--- src/rtl/upsampler_n_pkg.sv ---
// Shared definitions for the upsampler: default data geometry and output mode encodings.
package upsampler_n_pkg;

  localparam int WIDTH_DEF = 18;
  localparam int NCH_DEF   = 2;

  // Behaviour of the non-symbol slots of each symbol period
  typedef enum logic {
    MODE_ZERO = 1'b0,  // zero-stuff: non-symbol slots output signed zero
    MODE_HOLD = 1'b1   // sample-and-hold: non-symbol slots repeat the last value
  } mode_e;

  localparam int FACTOR_MIN = 2;
  localparam int FACTOR_MAX = 16;

endpackage

--- src/rtl/upsampler_slot_ctr.sv ---
// Slot counter within the symbol period, plus the symbol-alignment monitor
// (armed flag, align_err pulse, saturating error counter).
module upsampler_slot_ctr
  import upsampler_n_pkg::*;
#(
  parameter int FACTOR = 4,
  parameter int ERRW   = 8,
  parameter int CW     = $clog2(FACTOR)
) (
  input  logic            clk,
  input  logic            reset_n,
  input  logic            sam_clk_en,
  input  logic            sym_clk_en,
  input  logic            clr_err,
  output logic [CW-1:0]   phase,
  output logic [CW-1:0]   slot,
  output logic            align_err,
  output logic [ERRW-1:0] err_count
);

  localparam logic [CW-1:0] LAST_SLOT = CW'(FACTOR - 1);
  localparam logic [CW-1:0] NEXT_SLOT = CW'(1);

  logic [CW-1:0]   phase_q, phase_d;
  logic            armed_q, armed_d;
  logic            align_err_q, align_err_d;
  logic [ERRW-1:0] err_count_q, err_count_d;
  logic            err_hit;

  // Next-state logic: slot advance, arming and error counting
  always_comb begin
    phase_d = phase_q;
    if (sym_clk_en && sam_clk_en) begin
      // This edge is slot 0 itself, so the counter moves straight on to slot 1
      phase_d = NEXT_SLOT;
    end else if (sym_clk_en) begin
      phase_d = '0;
    end else if (sam_clk_en) begin
      phase_d = (phase_q == LAST_SLOT) ? '0 : phase_q + 1'b1;
    end

    // A symbol strobe coinciding with a sample strobe must land on the wrap
    err_hit     = sym_clk_en && sam_clk_en && armed_q && (phase_q != '0);
    armed_d     = armed_q | sym_clk_en;
    align_err_d = err_hit;

    err_count_d = err_count_q;
    if (clr_err) begin
      err_count_d = '0;
    end else if (err_hit && (err_count_q != '1)) begin
      err_count_d = err_count_q + 1'b1;
    end
  end

  // State registers
  always_ff @(posedge clk or negedge reset_n) begin
    if (!reset_n) begin
      phase_q     <= '0;
      armed_q     <= 1'b0;
      align_err_q <= 1'b0;
      err_count_q <= '0;
    end else begin
      phase_q     <= phase_d;
      armed_q     <= armed_d;
      align_err_q <= align_err_d;
      err_count_q <= err_count_d;
    end
  end

  assign slot      = sym_clk_en ? '0 : phase_q;
  assign phase     = phase_q;
  assign align_err = align_err_q;
  assign err_count = err_count_q;

endmodule

--- src/rtl/upsampler_n.sv ---
// Zero-stuffing / sample-and-hold interpolator by FACTOR over NCH lock-step channels.
module upsampler_n
  import upsampler_n_pkg::*;
#(
  parameter int FACTOR = 4,
  parameter int WIDTH  = WIDTH_DEF,
  parameter int NCH    = NCH_DEF,
  parameter int PHASE  = 0,
  parameter int ERRW   = 8
) (
  input  logic                       clk,
  input  logic                       reset_n,
  input  logic                       sam_clk_en,
  input  logic                       sym_clk_en,
  input  logic                       mode,
  input  logic                       clr_err,
  input  logic [NCH*WIDTH-1:0]       data_in,
  output logic [NCH*WIDTH-1:0]       data_out,
  output logic                       out_valid,
  output logic [$clog2(FACTOR)-1:0]  phase,
  output logic                       align_err,
  output logic [ERRW-1:0]            err_count
);

  localparam int CW = $clog2(FACTOR);

  if (FACTOR < FACTOR_MIN || FACTOR > FACTOR_MAX) begin : g_bad_factor
    $fatal(1, "upsampler_n: FACTOR=%0d outside 2..16", FACTOR);
  end
  if (PHASE < 0 || PHASE >= FACTOR) begin : g_bad_phase
    $fatal(1, "upsampler_n: PHASE=%0d must be in 0..FACTOR-1", PHASE);
  end

  localparam logic [CW-1:0] PHASE_SLOT = CW'(PHASE);

  logic [CW-1:0] slot;
  logic          sym_slot;
  logic          zero_fill;
  logic          out_valid_q;

  upsampler_slot_ctr #(
    .FACTOR (FACTOR),
    .ERRW   (ERRW),
    .CW     (CW)
  ) u_slot_ctr (
    .clk        (clk),
    .reset_n    (reset_n),
    .sam_clk_en (sam_clk_en),
    .sym_clk_en (sym_clk_en),
    .clr_err    (clr_err),
    .phase      (phase),
    .slot       (slot),
    .align_err  (align_err),
    .err_count  (err_count)
  );

  assign sym_slot  = (slot == PHASE_SLOT);
  assign zero_fill = (mode_e'(mode) == MODE_ZERO);

  // Per-channel output registers; channels share the slot decision
  for (genvar k = 0; k < NCH; k++) begin : g_ch
    logic [WIDTH-1:0] ch_q, ch_d;

    // Select symbol value, zero or held value for this channel
    always_comb begin
      ch_d = ch_q;
      if (sam_clk_en) begin
        if (sym_slot) begin
          ch_d = data_in[k*WIDTH +: WIDTH];
        end else if (zero_fill) begin
          ch_d = '0;
        end
      end
    end

    // Channel sample register
    always_ff @(posedge clk or negedge reset_n) begin
      if (!reset_n) begin
        ch_q <= '0;
      end else begin
        ch_q <= ch_d;
      end
    end

    assign data_out[k*WIDTH +: WIDTH] = ch_q;
  end

  // Output strobe tracks the sample enable with the same one-clock latency as the data
  always_ff @(posedge clk or negedge reset_n) begin
    if (!reset_n) begin
      out_valid_q <= 1'b0;
    end else begin
      out_valid_q <= sam_clk_en;
    end
  end

  assign out_valid = out_valid_q;

endmodule

--- config.mk ---
export PLATFORM = sky130hd
export DESIGN_NAME = upsampler_n
export DESIGN_NICKNAME = d
export VERILOG_FILES = /design/src/rtl/upsampler_n_pkg.sv /design/src/rtl/upsampler_slot_ctr.sv /design/src/rtl/upsampler_n.sv
export SDC_FILE = /design/constraint.sdc
export NUM_CORES = 1
export LEC_CHECK = 0
export BUFFER_PORTS_ARGS = -buffer_cell sky130_fd_sc_hd__buf_2
export CAP_MARGIN = 10
export CORE_ASPECT_RATIO = 0.7
export CORE_MARGIN = 2
export CORE_UTILIZATION = 45
export DETAILED_ROUTE_END_ITERATION = 10
export GPL_ROUTABILITY_DRIVEN = 0
export HOLD_SLACK_MARGIN = 0.03
export PLACE_DENSITY = 0.76
export SETUP_SLACK_MARGIN = 0.3
export SYNTH_ARGS = -nofsm -noshare
export SYNTH_HDL_FRONTEND = slang
export SYNTH_SLANG_ARGS = --single-unit
--- constraint.sdc ---
create_clock -name clk -period 2.2 [get_ports clk]
set_input_delay 0.44 -clock clk [delete_from_list [all_inputs] [get_ports clk]]
set_output_delay 0.44 -clock clk [all_outputs]
set_load 0.1 [all_outputs]
==> summary.md, run 1 <==
| Metric | Value |
|---|---|
| Outcome | `completed` |
| Antenna Cells | `0` |
| Clock Tree Root | `clkbuf_8` |
| I/O Pins | `90` |
| Clk sink count | `49` |
| Worst vdd ir | `0.549 mV` |
| Yosys Warn Count | `0` |
| Pleak | `1.34 nW` |
| Critical path buffers and inverters | `1` |
| Post-synthesis cell type count | `34` |
| Critical path's largest stage delay | `0.46 ns` |
| Worst-Skew Late Latency | `0.29 ns` |
| Final Hold Vio Count | `0` |
| Overflow after GRT | `0` |
| Clk slew on worst S/H paths | `0.08 ns` |
| Largest net degree at the start of global routing | `37` |
| Starting Density | `46.5%` |
| Mapped Cells | `150` |
| Area grow syn2layout | `28.4%` |
| Post-detail-place hpwl | `3060 um` |
| CP startpoint | `u_slot_ctr.phase[0]` |
| R2r startpoint | `u_slot_ctr.phase[0]` |
| Grt met3 use | `4.01%` |
| H-Tree Depth | `2` |
| Final ANT Viol Nets | `0` |
| FP Rows | `20` |
| Critical path depth | `5` |
| Cts bufs inserted | `5` |
| Met1 capacity usage during global routing | `26.2%` |
| Post-synthesis sequential area ratio | `61.3%` |
| Final min period | `1.74 ns` |
| Period utilization | `79.2%` |
| CP Launch Type | `flip-flop` |
| Routed WL | `4280 um` |
| Ys flop type | `dfrtp_1` |
| CP delay by family, top | `simple AND/OR/NAND/NOR gates` |
| Post-CTS Hold Buffers | `0` |
| Max Cap Viol | `0` |
| Post-cts resize count | `0` |
| GR Util met2 | `28.5%` |
| Avg WL per Cell | `14.4 um` |
| Wire length of the first global-routing pass | `7100 um` |
| Final setup viols | `0` |
| Flops & latches, synth | `49` |
| Initial antenna violation count | `0` |
| Final Power | `2.58 mW` |
| CP Cell Sequence | `inv_1 -> ha_1 -> nand4b_4 -> nor4_1 -> mux2_1` |
| Buffers added on ports | `89` |
| DIE WIDTH | `83.7 um` |
| Post-CTS setup buffer count | `0` |
| Worst EP arrival | `1.92 ns` |
| Post-Syn Area | `2000 um2` |
| Share of flip-flops with an asynchronous set or reset | `100%` |
| RSZ-0062 raised after global routing | `no` |
| Crit Reg-Reg Endpoint | `u_slot_ctr.err_count[7]` |
| Iter 0 DRT Violations | `71` |
| DIE HEIGHT | `59.8 um` |
| Net Count, Synth | `195` |
| PD cells | `1000 nW/um2` |
| Setup tns final | `0 ns` |
| TritonCTS clock tree | `built` |
| Class of the worst hold path | `in -> async` |
| F_max | `0.574 GHz` |
| Die area | `5000 um2` |
| Residual DRC | `0` |
| Clock skew | `0.00214 ns` |
| Worst-Margin Slew | `0.577 ns` |
| Max_slew headroom | `61.5%` |
| Max Root-Sink Buffers | `2` |
| Final Max Slew Viols | `0` |
| Worst Reg-to-Reg Cells | `5` |
| Vias | `1540` |
| Crit path required time | `2.37 ns` |
| Gr usage total | `18.0%` |
| Worst setup endpoint | `u_slot_ctr.err_count[7]` |
| Share of post-route cells with drive strength above 1 | `44.6%` |
| Vias per Instance | `5.19` |
| Hold Worst Slack | `0.144 ns` |
| Worst Path Max Fanout | `9` |
| CORE AREA | `4300 um2` |
| CP Class | `reg -> reg` |
| Total Nets Final | `286` |
| Reg2reg setup slack | `0.46 ns` |
| Critical path's slowest cell | `dfrtp_4` |
| Syn_area_per_cell | `13.3 um2` |
| 1st-pass router iterations | `4` |
| Post-synth EDFFs | `0` |
| Worst setup EP type | `flip-flop` |
| Most Used Layer, Global Route | `met2` |
| Number of global-route vias before repair | `1484` |
==> sequential cells by signal, summed over array words and instances (netlist names) <==
register and flops:
g_ch.ch_q 36, u_slot_ctr.err_count 8, u_slot_ctr.phase 2, out_valid 1, u_slot_ctr.align_err 1, u_slot_ctr.armed_q 1
==> worst min-delay path by stage <==
stage	end	slack, ns
floorplan	g_ch[0].ch_q[0]	0.14
global placement	u_slot_ctr.align_err	0.48
CTS	u_slot_ctr.err_count[6]	0.16
finish	u_slot_ctr.align_err	0.14
global route	g_ch[0].ch_q[11]	0.18
detailed placement	u_slot_ctr.align_err	0.48
==> synth_stat cells, types with 2 or more instances <==
library cell  instances  area share (%)
a22o_1               36              16
nor4_1                2            0.63
nand2_1               5            0.94
inv_1                 8             1.5
nor2b_1               2            0.63
nor2_1                3            0.56
buf_2                 3            0.75
dfrtp_1              49              61
o21ai_0               2            0.50
mux2i_1               2             1.0
a21oi_1               5             1.3
o31ai_1               2            0.75
buf_4                 2            0.75
a211oi_1              3             1.1
nand3_1               3            0.75
ha_1                  3             1.9
buf_6                 3             1.7
==> layer usage <==
| metal | wire length, um | part of all wire [%] |
|---|---|---|
| met1 | 2120 | 50 |
| met2 | 1910 | 45 |
| met3 | 224 | 5.2 |
| met4 | 24 | 0.56 |
| met5 | 0 | 0 |
==> stage by stage <==
stage	instances	cell area [um2]	util, %	setup WS, ns
after floorplan	150	2010	-	0.231
after global placement	289	2480	57.7	0.543
after detailed placement	289	2480	57.7	0.474
after CTS	297	2570	59.7	0.444
after global routing	297	2570	59.7	0.372
final	297	2570	59.7	0.457
==> cell type report <==
class / instances / area [um2]
fill: 366 / 1740
sequential: 49 / 1230
multi-input combinational: 84 / 677
timing repair buffer: 93 / 475
clock buffer: 7 / 76.3
tap: 55 / 68.8
inverter: 8 / 30.0
clock inverter: 1 / 7.51
==> cells by family (layout without fill, tap and decap cells) <==
logic type | Yosys count | after routing | share of synthesized area [%]
AO/OA/AOI/OAI | 54 | 54 | 22.8
flip-flops | 49 | 49 | 61.3
AND/OR/NAND/NOR | 23 | 23 | 7.00
buffers and inverters | 17 | 109 | 4.88
multiplexers | 4 | 4 | 2.13
adder cells (fa/ha/maj) | 3 | 3 | 1.88
==> cell usage in the layout (no fill, tap or decap), types with 4 or more instances in the layout <==
cell type,n
dfrtp_1,45
a21oi_1,5
buf_4,4
clkbuf_8,5
nand2_1,5
a22o_1,36
inv_1,8
buf_2,89
==> power breakdown <==
group	switching [mW]	leakage, nW	internal, mW
logic	0.853	0.687	0.177
clock network	0.278	0.0385	0.225
registers	0.0525	0.613	0.995
total	1.18	1.34	1.40
==> worst register-to-register path: stages, from the launching register on <==
cell and delay, ns:
dfrtp_4 0.46, inv_1 0.07, ha_1 0.19, nand4b_4 0.23, nor4_1 0.34, mux2_1 0.35
Power figures use the tool's default switching activity.
==> run 2, diff against run 1 <==
--- a/config.mk
+++ b/config.mk
@@ -5,15 +5,16 @@
 export SDC_FILE = /design/constraint.sdc
 export NUM_CORES = 1
 export LEC_CHECK = 0
+export ABC_AREA = 1
 export BUFFER_PORTS_ARGS = -buffer_cell sky130_fd_sc_hd__buf_2
 export CAP_MARGIN = 10
 export CORE_ASPECT_RATIO = 0.7
 export CORE_MARGIN = 2
-export CORE_UTILIZATION = 45
+export CORE_UTILIZATION = 43
 export DETAILED_ROUTE_END_ITERATION = 10
 export GPL_ROUTABILITY_DRIVEN = 0
 export HOLD_SLACK_MARGIN = 0.03
-export PLACE_DENSITY = 0.76
+export PLACE_DENSITY = 0.74
 export SETUP_SLACK_MARGIN = 0.3
 export SYNTH_ARGS = -nofsm -noshare
 export SYNTH_HDL_FRONTEND = slang
==> constraint.sdc (replaced) <==
create_clock -name clk -period 1.6 [get_ports clk]
set_input_delay 0.32 -clock clk [delete_from_list [all_inputs] [get_ports clk]]
set_output_delay 0.32 -clock clk [all_outputs]
set_load 0.1 [all_outputs]
==> summary.md, run 2 <==
| Metric | Value |
|---|---|
| Post-synth EDFFs | `0` |
| Vias per Instance | `4.89` |
| Starting Density | `45.7%` |
| F_max | `0.744 GHz` |
| H-Tree Depth | `2` |
| Class of the worst hold path | `in -> async` |
| Dominant cells by area after synthesis | `dfrtp_1 (55%), nand3_1 (11%), inv_1 (7.9%)` |
| Overflow after GRT | `0` |
| Worst-Margin Slew | `0.586 ns` |
| Largest reg by FF count | `g_ch.ch_q` |
| Max Root-Sink Buffers | `2` |
| P_int | `2.15 mW` |
| Antenna Cells | `0` |
| Setup tns final | `0 ns` |
| Crit path required time | `1.28 ns` |
| Worst EP arrival | `1.02 ns` |
| Max Cap Viol | `0` |
| Buffers added on ports | `89` |
| TritonCTS clock tree | `built` |
| FP Rows | `21` |
| Iter 0 DRT Violations | `93` |
| Main combinational cell family by area after synthesis | `simple AND/OR/NAND/NOR gates` |
| 1st-pass router iterations | `4` |
| Final setup viols | `0` |
| Final Hold Vio Count | `0` |
| Share of post-route cells with drive strength above 1 | `42.4%` |
| Clock Tree Root | `clkbuf_8` |
| Area share of fa/ha/maj cells after synthesis | `1.68%` |
| CP Launch Type | `flip-flop` |
| Max_slew headroom | `60.9%` |
| Number of flip-flops in the largest register | `36` |
| Die area | `5790 um2` |
| DIE WIDTH | `90.1 um` |
| Number of global-route vias before repair | `1972` |
| Worst-Skew Late Latency | `0.29 ns` |
| Fin util | `69.0%` |
| Sequential Power Share | `37.4%` |
| Pleak | `1.68 nW` |
| Initial antenna violation count | `0` |
| Cts bufs inserted | `5` |
| Clk sink count | `49` |
| Most frequent cells after synthesis | `nand3_1 (50), dfrtp_1 (49), inv_1 (47)` |
| Post-CTS Hold Buffers | `0` |
| Critical path buffers and inverters | `1` |
| Final min period | `1.34 ns` |
| DP Cell Count | `409` |
| RSZ-0062 raised after global routing | `yes` |
| Post-detail-place hpwl | `3950 um` |
| CORE AREA | `4890 um2` |
| CP Cell Sequence | `buf_6` |
| CP Class | `reg -> out` |
| Mux cell area share after synthesis | `0%` |
| Share of flip-flops with an asynchronous set or reset | `100%` |
| Outcome | `completed` |
| Total Nets Final | `401` |
| Top-area cell type share of the netlist area | `54.9%` |
| Gr usage total | `20.6%` |
| Mapped Cells | `255` |
| Worst Path Max Fanout | `5` |
| I/O Pins | `90` |
| Post-Syn Area | `2230 um2` |
| Switching share of total power | `46.6%` |
| Most frequent cells in the layout | `nand3_1 (45), inv_1 (43), buf_2 (41)` |
| Area grow syn2layout | `51.0%` |
| Clock skew | `0.00636 ns` |
| Finished Layout Cells | `425` |
| CP delay by family, top | `flip-flops` |
| Residual DRC | `0` |
| Worst setup EP type | `output pin` |
| Ys flop type | `dfrtp_1` |
| Clock network fraction of total power | `16.8%` |
| Critical path's largest stage delay | `0.52 ns` |
| Synth Area in Compound Gates | `11.0%` |
| Fillers | `385` |
| Syn_area_per_cell | `8.75 um2` |
| Comb pwr share | `45.8%` |
| Worst vdd ir | `0.782 mV` |
| Post-synthesis sequential area ratio | `54.9%` |
| Critical path's slowest cell | `dfrtp_4` |
| Flops & latches, synth | `49` |
| Post-synthesis cell type count | `20` |
| Commonest non-fill, non-tap cell in the layout | `nand3_1` |
| Final ANT Viol Nets | `0` |
| Net Count, Synth | `300` |
| Synth Area in Simple Gates | `20.1%` |
| Avg WL per Cell | `14.3 um` |
| DIE HEIGHT | `64.3 um` |
| Largest net degree at the start of global routing | `26` |
| Biggest area consumer among synthesized cells | `dfrtp_1` |
| Sw power | `1.88 mW` |
| Wire length of the first global-routing pass | `9550 um` |
| Final Max Slew Viols | `0` |
| Synth Area in XOR/XNOR | `0%` |
| Most numerous cell in the Yosys netlist | `nand3_1` |
| Clk slew on worst S/H paths | `0.09 ns` |
| PD cells | `1200 nW/um2` |
| Yosys Warn Count | `0` |
| Period utilization | `84.0%` |
| Vias | `2079` |
| Routed WL | `6080 um` |
run 2: changes by cell type after synthesis, sizes merged, moves of 3 or more:
cell / previous run / this run
nand3: 3 / 50
inv: 8 / 49
a22o: 36 / 0
o21ai: 3 / 37
nand2: 5 / 33
nor2: 3 / 15
a211oi: 3 / 0
run 2: cell type report:
class	count	area, um2	share of cell area (%)
clock buffers	6	72.6	2.15
multi-input cells	147	836	24.8
clock inverters	1	5.00	0.148
flip-flops and latches	49	1250	37.0
well taps	69	86.3	2.56
repair buffers	104	933	27.7
inverters	49	189	5.61
run 2: timing repair:
action                                  4_1_cts  5_1_grt
pin swaps                                     7        6
endpoints found under the setup margin       58       78
cloned                                        2        2
buffers inserted                              2        3
resized for setup                            76       50
run 2: worst paths after layout:
| path | start | to | slack [ns] | depth (start not counted) |
|---|---|---|---|---|
| setup / recovery | u_slot_ctr.phase[0] | phase[0] | 0.26 | 1 |
| hold / removal | reset_n | g_ch[0].ch_q[13] | 0.02 | 1 |
| setup reg to reg | u_slot_ctr.phase[0] | g_ch[1].ch_q[0] | 0.26 | 5 |
| hold reg to reg | u_slot_ctr.armed_q | u_slot_ctr.armed_q | 0.50 | 1 |
| max in group asynchronous | reset_n | g_ch[1].ch_q[17] | 1.06 | 2 |
| min in group clk | data_in[14] | g_ch[0].ch_q[14] | 0.26 | 3 |
run 2: layer usage:
metal	routed length, um	vias up	track usage, %
met3	373	6	4.25
li1	-	1015	-
met4	60	0	5.38
met5	0	-	0
met2	3000	73	34.0
met1	2650	985	28.1
run 2: cell families (layout without fill, tap and decap cells):
family,after synthesis,in the layout
buffers and inverters,60,160
DFF,49,49
and+or+nand+nor,100,101
AOI/OAI and AO/OA,43,43
adders and majority gates,3,3
run 2: power groups by stage:
| stage | Sequential, mW | Clock, mW | Combinational (mW) |
|---|---|---|---|
| floorplan | 2.53 | 0 | 0.271 |
| global placement | 1.49 | 0 | 1.59 |
| detailed placement | 1.49 | 0 | 1.61 |
| CTS | 1.48 | 0.695 | 1.76 |
| global route | 1.53 | 0.757 | 1.92 |
| finish | 1.51 | 0.676 | 1.85 |
run 2: per-stage QoR:
step	area (um2)	hold slack, ns	power (mW)	worst slack, ns
final	3370	0.0168	4.03	0.256
after global routing	3370	0.0538	4.21	0.196
after CTS	3160	0.0459	3.94	0.209
after detailed placement	2800	0.357	3.10	0.173
after global placement	2800	0.353	3.08	0.286
after floorplan	2280	0.0244	2.80	0.119
==> run 3, diff against run 2 <==
--- a/config.mk
+++ b/config.mk
@@ -10,7 +10,7 @@
 export CAP_MARGIN = 10
 export CORE_ASPECT_RATIO = 0.7
 export CORE_MARGIN = 2
-export CORE_UTILIZATION = 43
+export CORE_UTILIZATION = 45
 export DETAILED_ROUTE_END_ITERATION = 10
 export GPL_ROUTABILITY_DRIVEN = 0
 export HOLD_SLACK_MARGIN = 0.03
==> constraint.sdc (replaced) <==
create_clock -name clk -period 1.3 [get_ports clk]
set_input_delay 0.26 -clock clk [delete_from_list [all_inputs] [get_ports clk]]
set_output_delay 0.26 -clock clk [all_outputs]
set_load 0.1 [all_outputs]
==> summary.md, run 3 (same netlist as run 2, synthesis figures left out) <==
| Metric | Value |
|---|---|
| Largest reg by FF count | `g_ch.ch_q` |
| DIE HEIGHT | `62.9 um` |
| Critical path's largest stage delay | `0.47 ns` |
| Hold EP | `g_ch[1].ch_q[9]` |
| 1st-pass router iterations | `6` |
| Max Root-Sink Buffers | `2` |
| Wire length of the first global-routing pass | `13100 um` |
| Initial antenna violation count | `0` |
| Critical path buffers and inverters | `2` |
| Gr usage total | `31.4%` |
| Clk sink count | `49` |
| Worst-Skew Late Latency | `0.31 ns` |
| Area grow syn2layout | `99.8%` |
| Number of flip-flops in the largest register | `36` |
| Worst EP arrival | `1.67 ns` |
| Critical path's slowest cell | `dfrtp_4` |
| Residual DRC | `0` |
| Share of post-route cells with drive strength above 1 | `66.0%` |
| Max Cap Viol | `0` |
| TritonCTS clock tree | `built` |
| Antenna Cells | `0` |
| CP Launch Type | `flip-flop` |
| I/O Pins | `90` |
| Vias per Instance | `5.60` |
| Clock Tree Root | `clkbuf_8` |
| Worst Reg-to-Reg Cells | `9` |
| Largest net degree at the start of global routing | `50` |
| Avg WL per Cell | `21.7 um` |
| Total Nets Final | `435` |
| Final setup viols | `49` |
| Overflow after GRT | `0` |
| Buffers added on ports | `89` |
| Max_slew headroom | `71.8%` |
| Reg2reg setup slack | `-0.15 ns` |
| Period utilization | `112%` |
| Final ANT Viol Nets | `0` |
| Most frequent cells in the layout | `buf_12 (52), dfrtp_2 (44), inv_1 (43)` |
| Clk slew on worst S/H paths | `0.09 ns` |
| Worst slack, placed | `-0.0416 ns` |
| CP Class | `reg -> reg` |
| Vias | `2574` |
| Worst vdd ir | `1.02 mV` |
| CP delay by family, top | `simple AND/OR/NAND/NOR gates` |
| Starting Density | `46.7%` |
| F_max | `0.688 GHz` |
| H-Tree Depth | `2` |
| Hold path depth | `3` |
| R2r startpoint | `u_slot_ctr.phase[0]` |
| Worst setup EP type | `flip-flop` |
| Class of the worst hold path | `in -> reg` |
| CP Cell Sequence | `inv_2 -> ha_4 -> inv_2 -> nand2_2 -> nor2_4 -> nand3_2 -> nand2_1 -> nand2_1 -> nor2_1` |
| PD cells | `1360 nW/um2` |
| Min-delay src | `data_in[27]` |
| RSZ-0062 raised after global routing | `yes` |
| Cts bufs inserted | `5` |
| Worst Path Max Fanout | `4` |
| Final Max Slew Viols | `0` |
| Outcome | `finished with violations` |
| Post-detail-place hpwl | `4430 um` |
| Clock skew | `0.00429 ns` |
| Routed WL | `10000 um` |
| Failing checks | `negative setup slack` |
| Iter 0 DRT Violations | `231` |
| DIE WIDTH | `88.2 um` |
| FP Rows | `21` |
| Commonest non-fill, non-tap cell in the layout | `buf_12` |
| Worst-Margin Slew | `0.423 ns` |
| Pleak | `2.06 nW` |
| CORE AREA | `4780 um2` |
| Final Power | `6.05 mW` |
| Final setup margin | `-0.152 ns` |
| Crit Reg-Reg Endpoint | `u_slot_ctr.err_count[7]` |
| Final Hold Vio Count | `0` |
| Die area | `5550 um2` |
| Final min period | `1.45 ns` |
| Crit path required time | `1.52 ns` |
| Number of global-route vias before repair | `2527` |
run 3: changes by cell type in the layout (fill, tap and decap cells not counted), sizes merged:
cell | before | now
clkbuf | 7 | 10
dlygate4sd3 | 0 | 1
buf | 103 | 135
inv | 49 | 48
run 3: what timing repair did:
action                                 4_1_cts  5_1_grt
hold buffers                                 1        0
buffers inserted                            20        8
resized for setup                           44       35
setup endpoints to repair                   94       95
cloned                                       7        3
pin swaps                                    8        6
endpoints found under the hold margin       49        0
run 3: report_power, final:
part	switching (mW)	leakage (nW)	internal (mW)	total [mW]
Clock	0.523	0.0455	0.436	0.959
Sequential	0.221	0.557	1.74	1.96
Combinational	1.94	1.46	1.19	3.13
run 3: worst reg2reg max path: cells and delay by family (launching register included):
kind	cells	cell delay (ns)
DFF	1	0.47
and+or+nand+nor	6	0.64
buffers and inverters	2	0.11
adders and majority gates	1	0.15
run 3: layer usage:
layer	routed length, um	up-vias	share of wire (%)	GRT usage, %
li1	-	1083	-	-
met1	3710	1257	37	40.5
met2	4950	198	49	50.8
met3	1040	36	10	10.8
met4	310	0	3.1	7.77
met5	0	-	0	0
run 3: worst max-delay path by stage:
stage,start,end,slack (ns),cells past startpoint
finish,u_slot_ctr.phase[0],u_slot_ctr.err_count[7],-0.15,9
global route,u_slot_ctr.phase[1],u_slot_ctr.err_count[7],-0.20,9
CTS,u_slot_ctr.phase[1],phase[1],-0.06,2
detailed placement,u_slot_ctr.phase[0],u_slot_ctr.err_count[1],-0.04,9
global placement,u_slot_ctr.phase[0],u_slot_ctr.err_count[2],0.05,9
floorplan,u_slot_ctr.err_count[0],u_slot_ctr.err_count[2],-0.18,8
run 3: stage by stage:
| step | TNS [ns] | cell area, um2 | instances | utilization, % | hold slack, ns |
|---|---|---|---|---|---|
| floorplan | -5.06 | 2340 | 255 | - | -0.0356 |
| global placement | 0 | 3630 | 413 | 75.9 | 0.267 |
| detailed placement | -0.164 | 3630 | 413 | 75.9 | 0.289 |
| CTS | -1.34 | 4200 | 449 | 87.9 | 0.192 |
| global route | -5.27 | 4460 | 460 | 93.2 | 0.186 |
| finish | -4.00 | 4460 | 460 | 93.2 | 0.194 |
run 3: final cells by class:
type                            instances  area [um2]
Timing Repair Buffer                  138        1780
Sequential cell                        49        1300
Multi-Input combinational cell        147        1010
Fill cell                             160         323
Inverter                               49         199
Clock buffer                            8        90.1
Tap cell                               69        86.3
